**src/rtl/serializer_pkg.sv**
```systemverilog
// Shared definitions for the sample-memory serializer/deserializer pair:
// the serializer state encoding and the default sample-buffer geometry.
package serializer_pkg;

    // Playback sequencer states.
    typedef enum logic [1:0] {
        IDLE  = 2'd0,
        FETCH = 2'd1,
        WAIT  = 2'd2,
        SHIFT = 2'd3
    } ser_state_e;

    // Default sample buffer geometry and bit timing (1 MHz from 100 MHz).
    localparam int SAMPLE_DEPTH  = 62500;
    localparam int SAMPLE_ADDR_W = 16;
    localparam int BIT_CLK_DIV   = 100;

endpackage

```
**src/rtl/bit_tick_gen.sv**
```systemverilog
// Bit-period divider: counts 0..CLK_DIV-1 while enabled and raises tick for
// the single cycle in which the count sits at CLK_DIV-1. A synchronous clear
// realigns the period to a frame start. CLK_DIV must be 2 or more.
module bit_tick_gen
    import serializer_pkg::*;
#(
    parameter int CLK_DIV = BIT_CLK_DIV
) (
    input  logic clk,
    input  logic rst_n,
    input  logic clr,
    input  logic en,
    output logic tick
);

    localparam int CNT_W = $clog2(CLK_DIV);
    localparam logic [CNT_W-1:0] CNT_LAST = CNT_W'(CLK_DIV - 1);

    logic [CNT_W-1:0] cnt_q;
    logic [CNT_W-1:0] cnt_d;

    assign tick = en && (cnt_q == CNT_LAST);

    // Next count: clear wins, otherwise wrap at the end of each bit period.
    always_comb begin
        // NOTE: every variable written here gets a default first, so no path
        // leaves it unassigned and no latch is inferred.
        cnt_d = cnt_q;
        if (clr) begin
            cnt_d = '0;
        end else if (en) begin
            cnt_d = (cnt_q == CNT_LAST) ? '0 : cnt_q + CNT_W'(1);
        end
    end

    // Divider count register.
    always_ff @(posedge clk or negedge rst_n) begin
        // NOTE: flops use non-blocking assignments so every register samples
        // the pre-edge value of every other register.
        if (!rst_n) begin
            cnt_q <= '0;
        end else begin
            cnt_q <= cnt_d;
        end
    end

endmodule

```
**src/rtl/mem_read_serializer.sv**
```systemverilog
// Playback serializer: walks the sample RAM from address 0 to DEPTH-1
// (wrapping), issues one read per word and shifts each word out MSB-first,
// each bit held CLK_DIV clocks.
// Optional build macro SERIALIZER_PARITY_EN appends one even-parity bit
// period after the payload, inside frame.
module mem_read_serializer
    import serializer_pkg::*;
#(
    parameter int DATA_W  = 8,
    parameter int ADDR_W  = SAMPLE_ADDR_W,
    parameter int DEPTH   = SAMPLE_DEPTH,
    parameter int CLK_DIV = BIT_CLK_DIV
) (
    input  logic              clock,
    input  logic              reset,
    input  logic              enable,
    output logic [ADDR_W-1:0] mem_addr,
    output logic              mem_rd_en,
    input  logic [DATA_W-1:0] mem_rdata,
    output logic              serial_out,
    output logic              frame,
    output logic              word_done,
    output logic              pass_done,
    output logic              busy
);

`ifdef SERIALIZER_PARITY_EN
    localparam int FRAME_W = DATA_W + 1;
`else
    localparam int FRAME_W = DATA_W;
`endif
    localparam int CNT_W = $clog2(FRAME_W + 1);
    localparam logic [CNT_W-1:0]  BIT_LAST  = CNT_W'(FRAME_W - 1);
    localparam logic [ADDR_W-1:0] ADDR_LAST = ADDR_W'(DEPTH - 1);

    ser_state_e         state_q, state_d;
    logic [ADDR_W-1:0]  addr_q, addr_d;
    logic [FRAME_W-1:0] shift_q, shift_d;
    logic [CNT_W-1:0]   bit_cnt_q, bit_cnt_d;
    logic [FRAME_W-1:0] load_word;
    logic               bit_tick;

    // Frame image loaded from the RAM: payload, then parity when enabled.
`ifdef SERIALIZER_PARITY_EN
    assign load_word = {mem_rdata, ^mem_rdata};
`else
    assign load_word = mem_rdata;
`endif

    // Bit-period timing, realigned to zero while the read data is returning.
    bit_tick_gen #(
        .CLK_DIV (CLK_DIV)
    ) u_bit_tick (
        .clk   (clock),
        .rst_n (reset),
        .clr   (state_q == WAIT),
        .en    (state_q == SHIFT),
        .tick  (bit_tick)
    );

    // Moore outputs decoded straight from state so reset clears them at once.
    assign mem_addr   = addr_q;
    assign mem_rd_en  = (state_q == FETCH);
    assign frame      = (state_q == SHIFT);
    assign serial_out = (state_q == SHIFT) && shift_q[FRAME_W-1];
    assign busy       = (state_q != IDLE);

    // Next-state, datapath and end-of-word pulse logic.
    always_comb begin
        state_d   = state_q;
        addr_d    = addr_q;
        shift_d   = shift_q;
        bit_cnt_d = bit_cnt_q;
        word_done = 1'b0;
        pass_done = 1'b0;
        case (state_q)
            IDLE: begin
                if (enable) state_d = FETCH;
            end
            FETCH: begin
                state_d = WAIT;
            end
            WAIT: begin
                shift_d   = load_word;
                bit_cnt_d = '0;
                state_d   = SHIFT;
            end
            SHIFT: begin
                if (bit_tick) begin
                    shift_d   = shift_q << 1;
                    bit_cnt_d = bit_cnt_q + CNT_W'(1);
                    if (bit_cnt_q == BIT_LAST) begin
                        word_done = 1'b1;
                        // Wrap on the configured depth, not on address overflow.
                        if (addr_q == ADDR_LAST) begin
                            addr_d    = '0;
                            pass_done = 1'b1;
                        end else begin
                            addr_d = addr_q + ADDR_W'(1);
                        end
                        state_d = enable ? FETCH : IDLE;
                    end
                end
            end
            default: state_d = IDLE;
        endcase
    end

    // State and datapath registers.
    always_ff @(posedge clock or negedge reset) begin
        if (!reset) begin
            state_q   <= IDLE;
            addr_q    <= '0;
            shift_q   <= '0;
            bit_cnt_q <= '0;
        end else begin
            state_q   <= state_d;
            addr_q    <= addr_d;
            shift_q   <= shift_d;
            bit_cnt_q <= bit_cnt_d;
        end
    end

endmodule

```
**config.mk**
```make
export PLATFORM = sky130hd
export DESIGN_NAME = mem_read_serializer
export DESIGN_NICKNAME = d
export VERILOG_FILES = /design/src/rtl/serializer_pkg.sv /design/src/rtl/bit_tick_gen.sv /design/src/rtl/mem_read_serializer.sv
export SDC_FILE = /design/constraint.sdc
export NUM_CORES = 1
export LEC_CHECK = 0
export ABC_CLOCK_PERIOD_IN_PS = 5400
export BUFFER_PORTS_ARGS = -buffer_cell sky130_fd_sc_hd__buf_2
export CORE_MARGIN = 2
export CORE_UTILIZATION = 25
export CTS_BUF_LIST = sky130_fd_sc_hd__clkbuf_16
export CTS_CLUSTER_SIZE = 20
export DETAILED_ROUTE_END_ITERATION = 8
export GPL_TIMING_DRIVEN = 0
export PLACE_DENSITY = 0.51
export SLEW_MARGIN = 10
export SYNTH_ARGS = -nofsm -noshare
export SYNTH_HDL_FRONTEND = slang
export SYNTH_SLANG_ARGS = --single-unit
export TNS_END_PERCENT = 20
```
**constraint.sdc**
```tcl
create_clock -name clock -period 5.4 [get_ports clock]
set_input_delay 1.08 -clock clock [delete_from_list [all_inputs] [get_ports clock]]
set_output_delay 1.08 -clock clock [all_outputs]
set_load 0.02 [all_outputs]
```
==> run_results.csv <==
group,metric,value,unit
placement,numPortBuffers,32,
setup_path,launch_point_of_the_worst_reg_to_reg_path,"mem_addr[0]$_DFFE_PN0P_",
timing,period_minus_slack,3570,ps
placement,detailed_place_hpwl,3430,um
setup_path,crit_slowest_cell,"sky130_fd_sc_hd__nor4_4",
timing,timing.final.crit_share,66.1,%
worst_hold_path,holdCritPathClass,"flip-flop to flip-flop",
global_routing,grt_antenna_before_repair,0,
setup_path,crit_path_cell_trace,"ha_1 > or4b_1 > nor4_4 > buf_6 > nor2b_1 > buf_2",
timing,final.setup_skew,8.80,ps
power_and_ir_drop,static-leakage-power,1.17,nW
synthesis,mappedNetlistArea,2140,um2
setup_path,worst-endpoint-required,4320,ps
timing,tightest_slew,849,ps
setup_path,reg2reg_to,"mem_addr[8]$_DFFE_PN0P_",
floorplan,core.rowCount,33,
status,run_status,"completed",
run,total_of_max_cap_violations,0,
clock_network,clkSlewWorstSetupHoldPaths,60,ps
setup_path,data_arrival_time_of_the_worst_path,2490,ps
timing,final_setup_margin,1830,ps
global_routing,grt_pass1_vias,1688,
synthesis,synth_top_cell_area_share,43.2,%
finish,post-route-cell-area,2580,um2
setup_path,critical_path.max_fanout,10,
power_and_ir_drop,power.ir.vdd_worst,0.0000982,V
clock_network,post_cts.resized_instances,0,
synthesis,ys_ff_latch,37,
synthesis,synth_commonest_cells,"sky130_fd_sc_hd__dfrtp_1 (37), sky130_fd_sc_hd__nand2_1 (29), sky130_fd_sc_hd__o21ai_0 (23), sky130_fd_sc_hd__nor2_1 (12), sky130_fd_sc_hd__inv_1 (11)",
setup_path,worst_path_largest_cell_delay,530,ps
finish,utilization,31.2,%
timing,worst_hold_margin,472,ps
synthesis,postSynthAreaPerCell,9.61,um2
timing,timing.setup.tns,0,ps
synthesis,synth_most_common_cell,"sky130_fd_sc_hd__dfrtp_1",
synthesis,synth_enable_flop_cells,0,
clock_network,cts_num_sinks,37,
synthesis,largest_cells_by_area_after_synthesis,"sky130_fd_sc_hd__dfrtp_1 (43%), sky130_fd_sc_hd__o21ai_0 (5.4%), sky130_fd_sc_hd__o31ai_2 (5.3%)",
clock_network,ctsHoldBuffers,0,
routing,detailedRoute.firstIterationViolations,50,
clock_network,cts_post_setup_buffers_inserted,0,
clock_network,worst_skew_pair.late_latency,280,ps
routing,route.vias.total,1767,
floorplan,core_area,8260,um2
setup_path,cp-endpoint,"pass_done",
routing,drtAntennaViolNets,0,
placement,gpl.final_weighted_congestion,0.702,
power_and_ir_drop,design_power_total,0.570,mW
global_routing,grt_pass1_wl,8540,um
global_routing,grt_use_total,11.6,%
setup_path,r2r_slack,3030,ps
global_routing,global_route.overflow_total,0,
setup_path,reg2reg_depth,7,
synthesis,synthDominantAreaCellType,"sky130_fd_sc_hd__dfrtp_1",
finish,finalNonFillerCells,368,
synthesis,synth.net_count,242,
power_and_ir_drop,power-per-cell-area,221,nW/um2
routing,drt-vias-per-instance,4.80,
finish,syn_to_final_growth,20.3,%
synthesis,synth.lib_cells_used.distinct,44,
timing,final_hold_viol_count,0,
timing,setup_viol,0,
timing,maxClockFrequency,280,MHz
clock_network,cts_buffers,5,
global_routing,grt_start_max_net_pins,38,
timing,slew_violations,0,
placement,count_of_placed_standard_cells_including_taps,360,
timing,grt_setup_unrepaired,"false",
clock_network,cts_tree,"yes",
synthesis,synth_cells,223,
setup_path,end_kind,"primary output",
routing,residual_drc_count,0,
synthesis,asyncSetResetFlopFracSynth,100,%
routing,wl,4870,um
finish,antenna_cells_inserted,0,
placement,total_cell_area_at_the_placement_stage,2430,um2
synthesis,sequential_cell_area_fraction_in_the_yosys_report,43.2,%
setup_path,timing.critical_path.from_type,"flip-flop",
synthesis,yosysWarningCount,0,
setup_path,worst_setup_path_startpoint,"mem_addr[0]$_DFFE_PN0P_",
finish,finalNetCount,281,
placement,place_ws,2120,ps
routing,detail_route.wl_per_cell,13.2,um
routing,first_pass_detailed_route_iteration_total,4,
floorplan,die_height,96.6,um
floorplan,initial_utilization,25.9,%
clock_network,ctsHtreeMaxLevel,2,
timing,slew-limit-headroom,43.4,%
clock_network,cts_root_buffer,"sky130_fd_sc_hd__clkbuf_16",
clock_network,clock_tree.buffer_depth,2,
floorplan,floorplan_die_area,9320,um2
setup_path,critical_path_class,"flip-flop to primary output",
floorplan,die_width,96.6,um
floorplan,io-pin-count,33,
synthesis,dominantRegCellSynth,"sky130_fd_sc_hd__dfrtp_1",
finish,final_layout_size_suffix_gt1_share,22.8,%
[cell type report]
cell class                 instances  area [um2]
tap                              105         131
buffer                             8        47.5
clock inverter                     3        17.5
timing repair buffer              32         160
inverter                          11        41.3
multi-input combinational        167        1130
fill                             873        5680
sequential                        37         926
clock buffer                       5         125
[flip-flops by register name, indices dropped and copies added, names as in the netlist]
name              flops
bit_cnt_q             4
shift_q               8
u_bit_tick.cnt_q      7
mem_addr             16
state_q               2
[cells in the final DEF (no fill, tap or decap), types with 2 or more instances in the layout]
cell type                   count
sky130_fd_sc_hd__o31ai_2        9
sky130_fd_sc_hd__ha_1           8
sky130_fd_sc_hd__mux2i_1        8
sky130_fd_sc_hd__or4b_1         2
sky130_fd_sc_hd__a22o_1         2
sky130_fd_sc_hd__clkinv_2       2
sky130_fd_sc_hd__buf_2         34
sky130_fd_sc_hd__clkbuf_16      5
sky130_fd_sc_hd__nand4_1        5
sky130_fd_sc_hd__dfrtp_1       37
sky130_fd_sc_hd__xnor2_1        3
sky130_fd_sc_hd__nand3_1       10
sky130_fd_sc_hd__nor2_1        12
sky130_fd_sc_hd__a21oi_1        6
sky130_fd_sc_hd__clkbuf_1       3
sky130_fd_sc_hd__nor2b_1        6
sky130_fd_sc_hd__a31oi_1        4
sky130_fd_sc_hd__buf_6          2
sky130_fd_sc_hd__and2_1         2
sky130_fd_sc_hd__nand2_1       29
sky130_fd_sc_hd__o41ai_1        2
sky130_fd_sc_hd__o21ai_0       23
sky130_fd_sc_hd__o31ai_1        4
sky130_fd_sc_hd__inv_1         11
sky130_fd_sc_hd__o21ai_1        9
sky130_fd_sc_hd__nor3_1         4
[worst max-delay path: cells and delay by family, from the launching register on]
family / cells / cell delay [ps]
DFF: 1 / 420
adders and majority gates: 1 / 240
buffers and inverters: 2 / 390
and+or+nand+nor: 3 / 1150
[worst min path at each step]
stage / start / end / slack [ps] / cells after the start
floorplan: shift_q[7]$_DFFE_PN0P_ / shift_q[7]$_DFFE_PN0P_ / 440 / 2
global placement: shift_q[7]$_DFFE_PN0P_ / shift_q[7]$_DFFE_PN0P_ / 460 / 2
detailed placement: shift_q[7]$_DFFE_PN0P_ / shift_q[7]$_DFFE_PN0P_ / 470 / 2
CTS: shift_q[7]$_DFFE_PN0P_ / shift_q[7]$_DFFE_PN0P_ / 480 / 2
global route: shift_q[7]$_DFFE_PN0P_ / shift_q[7]$_DFFE_PN0P_ / 490 / 2
finish: shift_q[7]$_DFFE_PN0P_ / shift_q[7]$_DFFE_PN0P_ / 470 / 2
[power by group]
part / switching, mW / internal (mW)
combinational: 0.00645 / 0.00272
clock: 0.115 / 0.169
sequential: 0 / 0.277
total: 0.121 / 0.449
[routing by layer]
metal	global-route usage, %	wire [um]
met5	0	0
met4	2.00	23
met3	2.95	172
met2	18.8	2350
met1	15.9	2330
[cell families after synthesis]
group,Yosys count,synth area share (%)
compound gates,64,20.2
xor+xnor,4,1.64
fa+ha+maj,8,4.67
buf+inv,19,4.15
flops,37,43.2
mux,8,3.74
simple gates,83,22.4
Note: power is estimated with default switching activity, not from simulation.
